[src/rtl/physical_gearbox_align_ctrl.sv]
// Receive 6:10 gearbox alignment controller: gearbox reset, bitslip sweep, lock/fail report.
// Define PHYSICAL_ALIGN_CTRL_STATS_EN to add the o_slip_cnt / o_lock_cnt statistics outputs.
module physical_gearbox_align_ctrl #(
  parameter logic [9:0]  TRAIN_PATTERN = 10'h3E0,
  parameter int unsigned RST_CYCLES    = 16,
  parameter int unsigned SETTLE_CYCLES = 32,
  parameter int unsigned SLIP_WAIT     = 4,
  parameter int unsigned MATCH_CNT     = 8,
  parameter int unsigned MAX_SWEEPS    = 3
) (
  input  logic        i_wr_clk,
  input  logic        local_wr_arst_n,
  input  logic        i_start,
  input  logic        i_retrain,
  input  logic        i_word_vld,
  input  logic [9:0]  i_word,
  output logic        o_gb_arst_n,
  output logic [3:0]  o_slipbits,
  output logic        o_locked,
  output logic        o_fail,
`ifdef PHYSICAL_ALIGN_CTRL_STATS_EN
  output logic [15:0] o_slip_cnt,
  output logic [7:0]  o_lock_cnt,
`endif
  output logic        o_busy
);

  localparam int unsigned RstW    = $clog2(RST_CYCLES + 1);
  localparam int unsigned SettleW = $clog2(SETTLE_CYCLES + 1);
  localparam int unsigned DiscW   = $clog2(SLIP_WAIT + 1);
  localparam int unsigned MatchW  = $clog2(MATCH_CNT + 1);
  localparam int unsigned SweepW  = $clog2(MAX_SWEEPS + 1);

  typedef enum logic [2:0] {
    StIdle,
    StGbRst,
    StSettle,
    StSlip,
    StSearch,
    StLocked,
    StFail
  } state_e;

  state_e              r_state;
  logic                r_gb_arst_n;
  logic [3:0]          r_slipbits;
  logic                r_locked;
  logic                r_fail;
  logic                r_busy;
  logic [RstW-1:0]     r_rst_cnt;
  logic [SettleW-1:0]  r_settle_cnt;
  logic [DiscW-1:0]    r_disc_cnt;
  logic [MatchW-1:0]   r_match_cnt;
  logic [SweepW-1:0]   r_sweep_cnt;

  logic                w_req;
  logic                w_restart;
  logic                w_match;

  assign w_req   = i_start | i_retrain;
  assign w_match = (i_word == TRAIN_PATTERN);
  // LOCKED only yields to retrain; GB_RST ignores all requests and runs to completion.
  assign w_restart = (r_state == StLocked) ? i_retrain : (w_req && (r_state != StGbRst));

`ifdef PHYSICAL_ALIGN_CTRL_STATS_EN
  logic [15:0] r_slip_cnt;
  logic [7:0]  r_lock_cnt;
  logic [15:0] w_slip_cnt_inc;
  logic [7:0]  w_lock_cnt_inc;

  assign w_slip_cnt_inc = (r_slip_cnt == 16'hFFFF) ? r_slip_cnt : r_slip_cnt + 16'd1;
  assign w_lock_cnt_inc = (r_lock_cnt == 8'hFF) ? r_lock_cnt : r_lock_cnt + 8'd1;
  assign o_slip_cnt     = r_slip_cnt;
  assign o_lock_cnt     = r_lock_cnt;
`endif

  always_ff @(posedge i_wr_clk or negedge local_wr_arst_n) begin
    if (!local_wr_arst_n) begin
      r_state      <= StIdle;
      r_gb_arst_n  <= 1'b0;
      r_slipbits   <= 4'd0;
      r_locked     <= 1'b0;
      r_fail       <= 1'b0;
      r_busy       <= 1'b0;
      r_rst_cnt    <= '0;
      r_settle_cnt <= '0;
      r_disc_cnt   <= '0;
      r_match_cnt  <= '0;
      r_sweep_cnt  <= '0;
`ifdef PHYSICAL_ALIGN_CTRL_STATS_EN
      r_slip_cnt   <= 16'd0;
      r_lock_cnt   <= 8'd0;
`endif
    end else if (w_restart) begin
      r_state     <= StGbRst;
      r_gb_arst_n <= 1'b0;
      r_slipbits  <= 4'd0;
      r_locked    <= 1'b0;
      r_fail      <= 1'b0;
      r_busy      <= 1'b1;
      r_rst_cnt   <= '0;
      r_sweep_cnt <= '0;
`ifdef PHYSICAL_ALIGN_CTRL_STATS_EN
      r_slip_cnt  <= 16'd0;
`endif
    end else begin
      unique case (r_state)
        StIdle: begin
          r_gb_arst_n <= 1'b0;
        end
        StGbRst: begin
          if (r_rst_cnt == RstW'(RST_CYCLES - 1)) begin
            r_state      <= StSettle;
            r_gb_arst_n  <= 1'b1;
            r_settle_cnt <= '0;
          end else begin
            r_rst_cnt <= r_rst_cnt + RstW'(1);
          end
        end
        StSettle: begin
          if (r_settle_cnt == SettleW'(SETTLE_CYCLES - 1)) begin
            r_state    <= StSlip;
            r_disc_cnt <= DiscW'(SLIP_WAIT);
          end else begin
            r_settle_cnt <= r_settle_cnt + SettleW'(1);
          end
        end
        StSlip: begin
          if (i_word_vld) begin
            r_disc_cnt <= r_disc_cnt - DiscW'(1);
            if (r_disc_cnt == DiscW'(1)) begin
              r_state     <= StSearch;
              r_match_cnt <= '0;
            end
          end
        end
        StSearch: begin
          if (i_word_vld) begin
            if (w_match) begin
              if (r_match_cnt == MatchW'(MATCH_CNT - 1)) begin
                r_state  <= StLocked;
                r_locked <= 1'b1;
                r_busy   <= 1'b0;
`ifdef PHYSICAL_ALIGN_CTRL_STATS_EN
                r_lock_cnt <= w_lock_cnt_inc;
`endif
              end else begin
                r_match_cnt <= r_match_cnt + MatchW'(1);
              end
            end else if (r_slipbits == 4'd9) begin
              // Last sweep exhausted: keep slip at 9 so the failing setting stays visible.
              if (r_sweep_cnt == SweepW'(MAX_SWEEPS - 1)) begin
                r_state <= StFail;
                r_fail  <= 1'b1;
                r_busy  <= 1'b0;
              end else begin
                r_state     <= StSlip;
                r_slipbits  <= 4'd0;
                r_sweep_cnt <= r_sweep_cnt + SweepW'(1);
                r_disc_cnt  <= DiscW'(SLIP_WAIT);
`ifdef PHYSICAL_ALIGN_CTRL_STATS_EN
                r_slip_cnt  <= w_slip_cnt_inc;
`endif
              end
            end else begin
              r_state    <= StSlip;
              r_slipbits <= r_slipbits + 4'd1;
              r_disc_cnt <= DiscW'(SLIP_WAIT);
`ifdef PHYSICAL_ALIGN_CTRL_STATS_EN
              r_slip_cnt <= w_slip_cnt_inc;
`endif
            end
          end
        end
        StLocked, StFail: begin
        end
        default: begin
          r_state <= StIdle;
        end
      endcase
    end
  end

  assign o_gb_arst_n = r_gb_arst_n;
  assign o_slipbits  = r_slipbits;
  assign o_locked    = r_locked;
  assign o_fail      = r_fail;
  assign o_busy      = r_busy;

endmodule
[config.mk]
export PLATFORM = sky130hd
export DESIGN_NAME = physical_gearbox_align_ctrl
export DESIGN_NICKNAME = d
export VERILOG_FILES = /design/src/rtl/physical_gearbox_align_ctrl.sv
export SDC_FILE = /design/constraint.sdc
export NUM_CORES = 1
export LEC_CHECK = 0
export ABC_AREA = 1
export BUFFER_PORTS_ARGS = -buffer_cell sky130_fd_sc_hd__buf_2
export CORE_MARGIN = 3
export CORE_UTILIZATION = 30
export CTS_CLUSTER_DIAMETER = 40
export DETAILED_ROUTE_END_ITERATION = 10
export PLACE_DENSITY = 0.53
export SLEW_MARGIN = 40
export SYNTH_ARGS = -nofsm -noshare
export SYNTH_HDL_FRONTEND = slang
export SYNTH_SLANG_ARGS = --single-unit
[constraint.sdc]
create_clock -name i_wr_clk -period 2 [get_ports i_wr_clk]
set_clock_uncertainty 0.15 [all_clocks]
set_input_delay 0.2 -clock i_wr_clk [delete_from_list [all_inputs] [get_ports i_wr_clk]]
set_output_delay 0.2 -clock i_wr_clk [all_outputs]
set_load 0.01 [all_outputs]
== Yosys cells after proc, flatten, opt, wreduce, memory -nomap -nowiden ==
Index checks and enable logic that the tools add are counted.
Storage, ports and cells
  register bits after elaboration: 31
  bits in latches: 0
  memory bits (writable): 0
  ROM bits: 0
  output and inout bits: 8
  logic and storage cells: 146
  memories kept: 0
Cells by class
  add/subtract/negate cells: 6
  multipliers: 0
  div/mod/pow operators: 0
  order comparisons: 0
  equality and inequality tests: 36
  shifts and indexed selects: 0
  muxes and demuxes: 64
  bitwise logic cells: 2
  reductions and logical operators: 27
Operators by type and width (count)
  two-way mux 3 bit: 16
  two-way mux 4 bit: 11
  != test 2 bit, second input constant: 12
  two-way mux 1 bit: 21
  != test 3 bit, second input constant: 7
  AND reduction 7 bit: 3
  nonzero test 2 bit: 9
  two-way mux 5 bit: 3
  one-hot mux 3 bit (5 select lines): 1
  AND reduction 5 bit: 3
  two-way mux 2 bit: 6
  two-way mux 6 bit: 2
  one-hot mux 6 bit (2 select lines): 1
  AND reduction 4 bit: 3
  nonzero test 3 bit: 4
  == test 10 bit, second input constant: 1
  == test 3 bit, second input constant: 3
  one-hot mux 3 bit (3 select lines): 1
  adder 4 x 1 -> 4 bit, second input constant: 2
  one-hot mux 4 bit (2 select lines): 1
  adder 6 x 1 -> 6 bit, second input constant: 1
  == test 3 x 1 -> 1 bit, second input constant: 2
  == test 3 x 2 -> 1 bit, second input constant: 2
  == test 6 x 5 -> 1 bit, second input constant: 1
  other kinds (18): 19

== Depth between registers and ports, before layout ==
  depth in word-level cells: 7
  gate-level depth with buffers: 11

== Worst setup path after synthesis ==
No wires, ideal clock.
  kind: register -> register
  from: reg r_rst_cnt[0]
  to: reg r_settle_cnt[4]
  arrival: 1.494 ns
  data required time: 1.726 ns
  slack: 0.232 ns
  stages on the path, launching flop included: 12
  buffers on the path: 0
  clock period less this slack: 1.768 ns
  path through: dfrtp_1 -> ha_1 -> inv_1 -> nor3_1 -> ha_1 -> nor2_2 -> inv_2 -> nand3_2 -> nor2_4 -> inv_2 -> nand2_1 -> o21ai_1
Between the ends
  cells in the longest elaborated chain, start to end: 3
Ends and longest elaborated chain
  start: declaration: RTL line 50  | logic [RstW-1:0] r_rst_cnt;
  start signal: assignment: RTL line 117  | r_rst_cnt <= r_rst_cnt + RstW'(1);
  == test 5 x 4 -> 1 bit: RTL line 112  | if (r_rst_cnt == RstW'(RST_CYCLES - 1)) begin
  != test 2 bit (no source line)
  AND reduction 4 bit (no source line)
  end signal: assignment: RTL line 125  | r_settle_cnt <= r_settle_cnt + SettleW'(1);
  end: declaration: RTL line 51  | logic [SettleW-1:0] r_settle_cnt;
No other way between the ends.
A chain may end at the register's enable or synchronous reset.

== Worst setup path after layout ==
Same ends and word-level chain as after synthesis.

==> impl_metrics.csv <==
group,metric,value,unit
clock_tree,cts_sinks,31,
die,io-pin-count,23,
setup_path,critPathLaunch,"r_rst_cnt[0]",
setup_path,crit_family,"simple AND/OR/NAND/NOR gates",
placement,gp_congestion,0.791,
setup_path,r2r_end,"r_settle_cnt[4]",
power,peakVddDrop,0.636,mV
clock_tree,numCtsBuffers,5,
synthesis,synth_nets,301,
sta,slew-limit-headroom,53.0,%
sta,fin_crit_sh,95.4,%
setup_path,r2r_start,"r_rst_cnt[0]",
finish,fillers,685,
synthesis,synth_edf_count,0,
power,clock_power_share,22.2,%
synthesis,synthArstFlopShare,100,%
placement,place_ws,0.0459,ns
finish,n_antenna_cell,0,
sta,post-route-worst-setup-slack,0.0918,ns
finish,register_area,776,µm²
synthesis,syn_inst,277,
power,power.density,1070,mW/mm²
clock_tree,cts.path.max_buffers,2,
min_path,hold_depth,4,
global_route,antenna_found_initial,0,
finish,drive_gt1_share,19.9,%
synthesis,ys_warn_count,0,
setup_path,critical_path.endpoint_type,"register",
sta,hold_slack,0.224,ns
die,chipHeight,87.7,µm
detailed_routing,drt_iter0_drc,62,
setup_path,crit_slowest_cell,"dfrtp_1",
min_path,hold_class,"input pin to register",
flow_run,cap_violations,0,
global_route,overflow,0,
setup_path,cp_cell_sequence,"ha_2, inv_2, nor3_2, ha_2, nor2_4, inv_2, nand3_2, nor2_4, inv_4, nand2_1, o21ai_1",
sta,worst_slew_pin_slew,0.705,ns
min_path,hp-start,"i_retrain",
setup_path,rr_worst_depth,11,
power,intPower,1.44,mW
setup_path,cpPeakStageDelay,0.39,ns
detailed_routing,avgViaCountPerCell,4.70,
global_route,grt_max_degree,32,
detailed_routing,wl_per_cell,11.4,µm
global_route,grt_pass1_wl,7.69,mm
die,core,0.00642,mm²
synthesis,syn_area_per_cell,7.22,µm²
detailed_routing,drcViolationCount,0,
placement,dp_hpwl,3.30,mm
detailed_routing,finalWirelength,4.44,mm
global_route,grt_usage,12.8,%
synthesis,synth_seq_area_share,38.8,%
setup_path,worstPathArrival,1.93,ns
clock_tree,clock-root-buffer,"clkbuf_8",
placement,numPortBuffers,22,
die,initial_core_util,31.2,%
sta,fmax,524,MHz
clock_tree,clk_pin_slew_worst_paths,0.06,ns
sta,finalSetupViolations,0,
finish,multi_input_area,0.00109,mm²
synthesis,synth.top_cell.area_share,38.8,%
synthesis,yosysTopAreaCell,"dfrtp_1",
power,pwr-share-comb,45.5,%
clock_tree,htreeDepth,2,
die,dieArea,0.00769,mm²
finish,area_growth,18.6,%
synthesis,netlist_area,0.00200,mm²
synthesis,synth_area_leaders,"dfrtp_1 39%, nand2_1 13%, nand3_1 6.8%",
finish,fin_area,0.00237,mm²
status,outcome,"completed",
placement,placed_cells,377,
synthesis,synth-seq-cells,31,
power,switching_share,43.2,%
die,die_w,87.7,µm
detailed_routing,ant_nets,0,
setup_path,critPathKind,"register to register",
die,rows,29,
power,power_switching,1.10,mW
setup_path,crit_fanout,7,
setup_path,path_buf_inv,3,
power,seqPwrFrac,32.3,%
detailed_routing,vias,1828,
detailed_routing,drt_pass1_iterations,5,
setup_path,r2r_slack,0.09,ns
synthesis,post-synth-top-count-cell,"nand2_1",
setup_path,worstPathRequired,2.02,ns
synthesis,synth_ff_type,"dfrtp_1",
synthesis,synth_common_cells,"71 x nand2_1, 33 x inv_1, 33 x nor2_1",
sta,fin_crit,1.91,ns
sta,slew_violations,0,
power,p_leak,1.22,nW
finish,stdcell_count,389,
sta,hold_viol_final,0,
global_route,grt_pass1_vias,1691,
clock_tree,clk_latency,0.29,ns
min_path,whs_endpoint,"o_locked",
placement,placed_area,0.00222,mm²
setup_path,cp-start-kind,"register",
sta,setup_tns,0,ns
synthesis,ys_types,31,
finish,fin_nets,335,
clock_tree,cts_tree,"built",
-- cell families after synthesis --
logic type | after synthesis | synth area share (%)
AOI/OAI and AO/OA | 32 | 9.19
xor gates and xnor gates | 6 | 2.63
DFF | 31 | 38.8
and+or+nand+nor | 159 | 35.8
buffers and inverters | 40 | 7.94
adders and majority gates | 9 | 5.63
-- worst max path at each step --
| stage | endpoint | slack [ns] | depth (start not counted) |
|---|---|---|---|
| global placement | r_settle_cnt[4] | 0.12 | 11 |
| global route | r_settle_cnt[2] | -0.03 | 11 |
| floorplan | r_settle_cnt[4] | 0.23 | 11 |
| finish | r_settle_cnt[4] | 0.09 | 11 |
| CTS | r_settle_cnt[4] | 0.05 | 11 |
| detailed placement | r_settle_cnt[4] | 0.05 | 11 |
-- routing by layer --
metal / up-vias / wire (µm) / part of all wire (%) / global-route usage, %
li1: 961 / - / - / -
met1: 829 / 2270 / 51 / 17.5
met2: 32 / 1910 / 43 / 19.4
met3: 6 / 196 / 4.4 / 3.01
met4: 0 / 61 / 1.4 / 5.44
met5: - / 0 / 0 / 0
-- layout make-up --
type | count | share of cell area, %
multi-input cells | 206 | 45.8
flip-flops and latches | 31 | 32.7
repair buffers | 30 | 7.28
inverters | 37 | 5.96
clock buffers | 8 | 4.22
well taps | 77 | 4.06
-- flip-flops by register name, summed over array words and instances, names as in the netlist --
name / flops
r_disc_cnt: 3
o_slipbits: 4
r_rst_cnt: 5
o_locked: 1
r_state: 3
o_gb_arst_n: 1
o_fail: 1
o_busy: 1
r_settle_cnt: 6
r_match_cnt: 4
r_sweep_cnt: 2
-- cell usage in the layout (no fill, tap or decap), types with 13 or more instances in the layout --
master    n
buf_2    22
o21ai_0  13
nand3_1  27
dfrtp_1  31
inv_1    32
nor2_1   33
nand2_1  69
-- power by group through the flow --
stage	sequential [mW]	clock (mW)	combinational [mW]
finish	0.820	0.565	1.16
global route	0.835	0.616	1.33
CTS	0.821	0.590	1.10
detailed placement	0.831	0	1.09
global placement	0.828	0	1.08
floorplan	0.816	0	0.820
-- metrics by stage --
step / power, mW / utilization [%]
2_1_floorplan: 1.64 / -
3_3_place_gp: 1.91 / 34.5
3_5_place_dp: 1.92 / 34.5
4_1_cts: 2.51 / 36.2
5_1_grt: 2.78 / 36.9
6_report: 2.54 / 36.9
-- what timing repair did --
action,in CTS,in global routing
resized for setup,0,8
hold buffers,1,0
endpoints found under the setup margin,0,9
setup buffers,0,3
endpoints found under the hold margin,31,0
-- worst reg2reg max path: stages (launching register included) --
cell     delay, ns
dfrtp_1       0.39
ha_2          0.21
inv_2         0.04
nor3_2        0.15
ha_2          0.23
nor2_4        0.06
inv_2         0.09
nand3_2       0.10
nor2_4        0.21
inv_4         0.07
nand2_1       0.06
o21ai_1       0.05
Power figures use the tool's default switching activity.
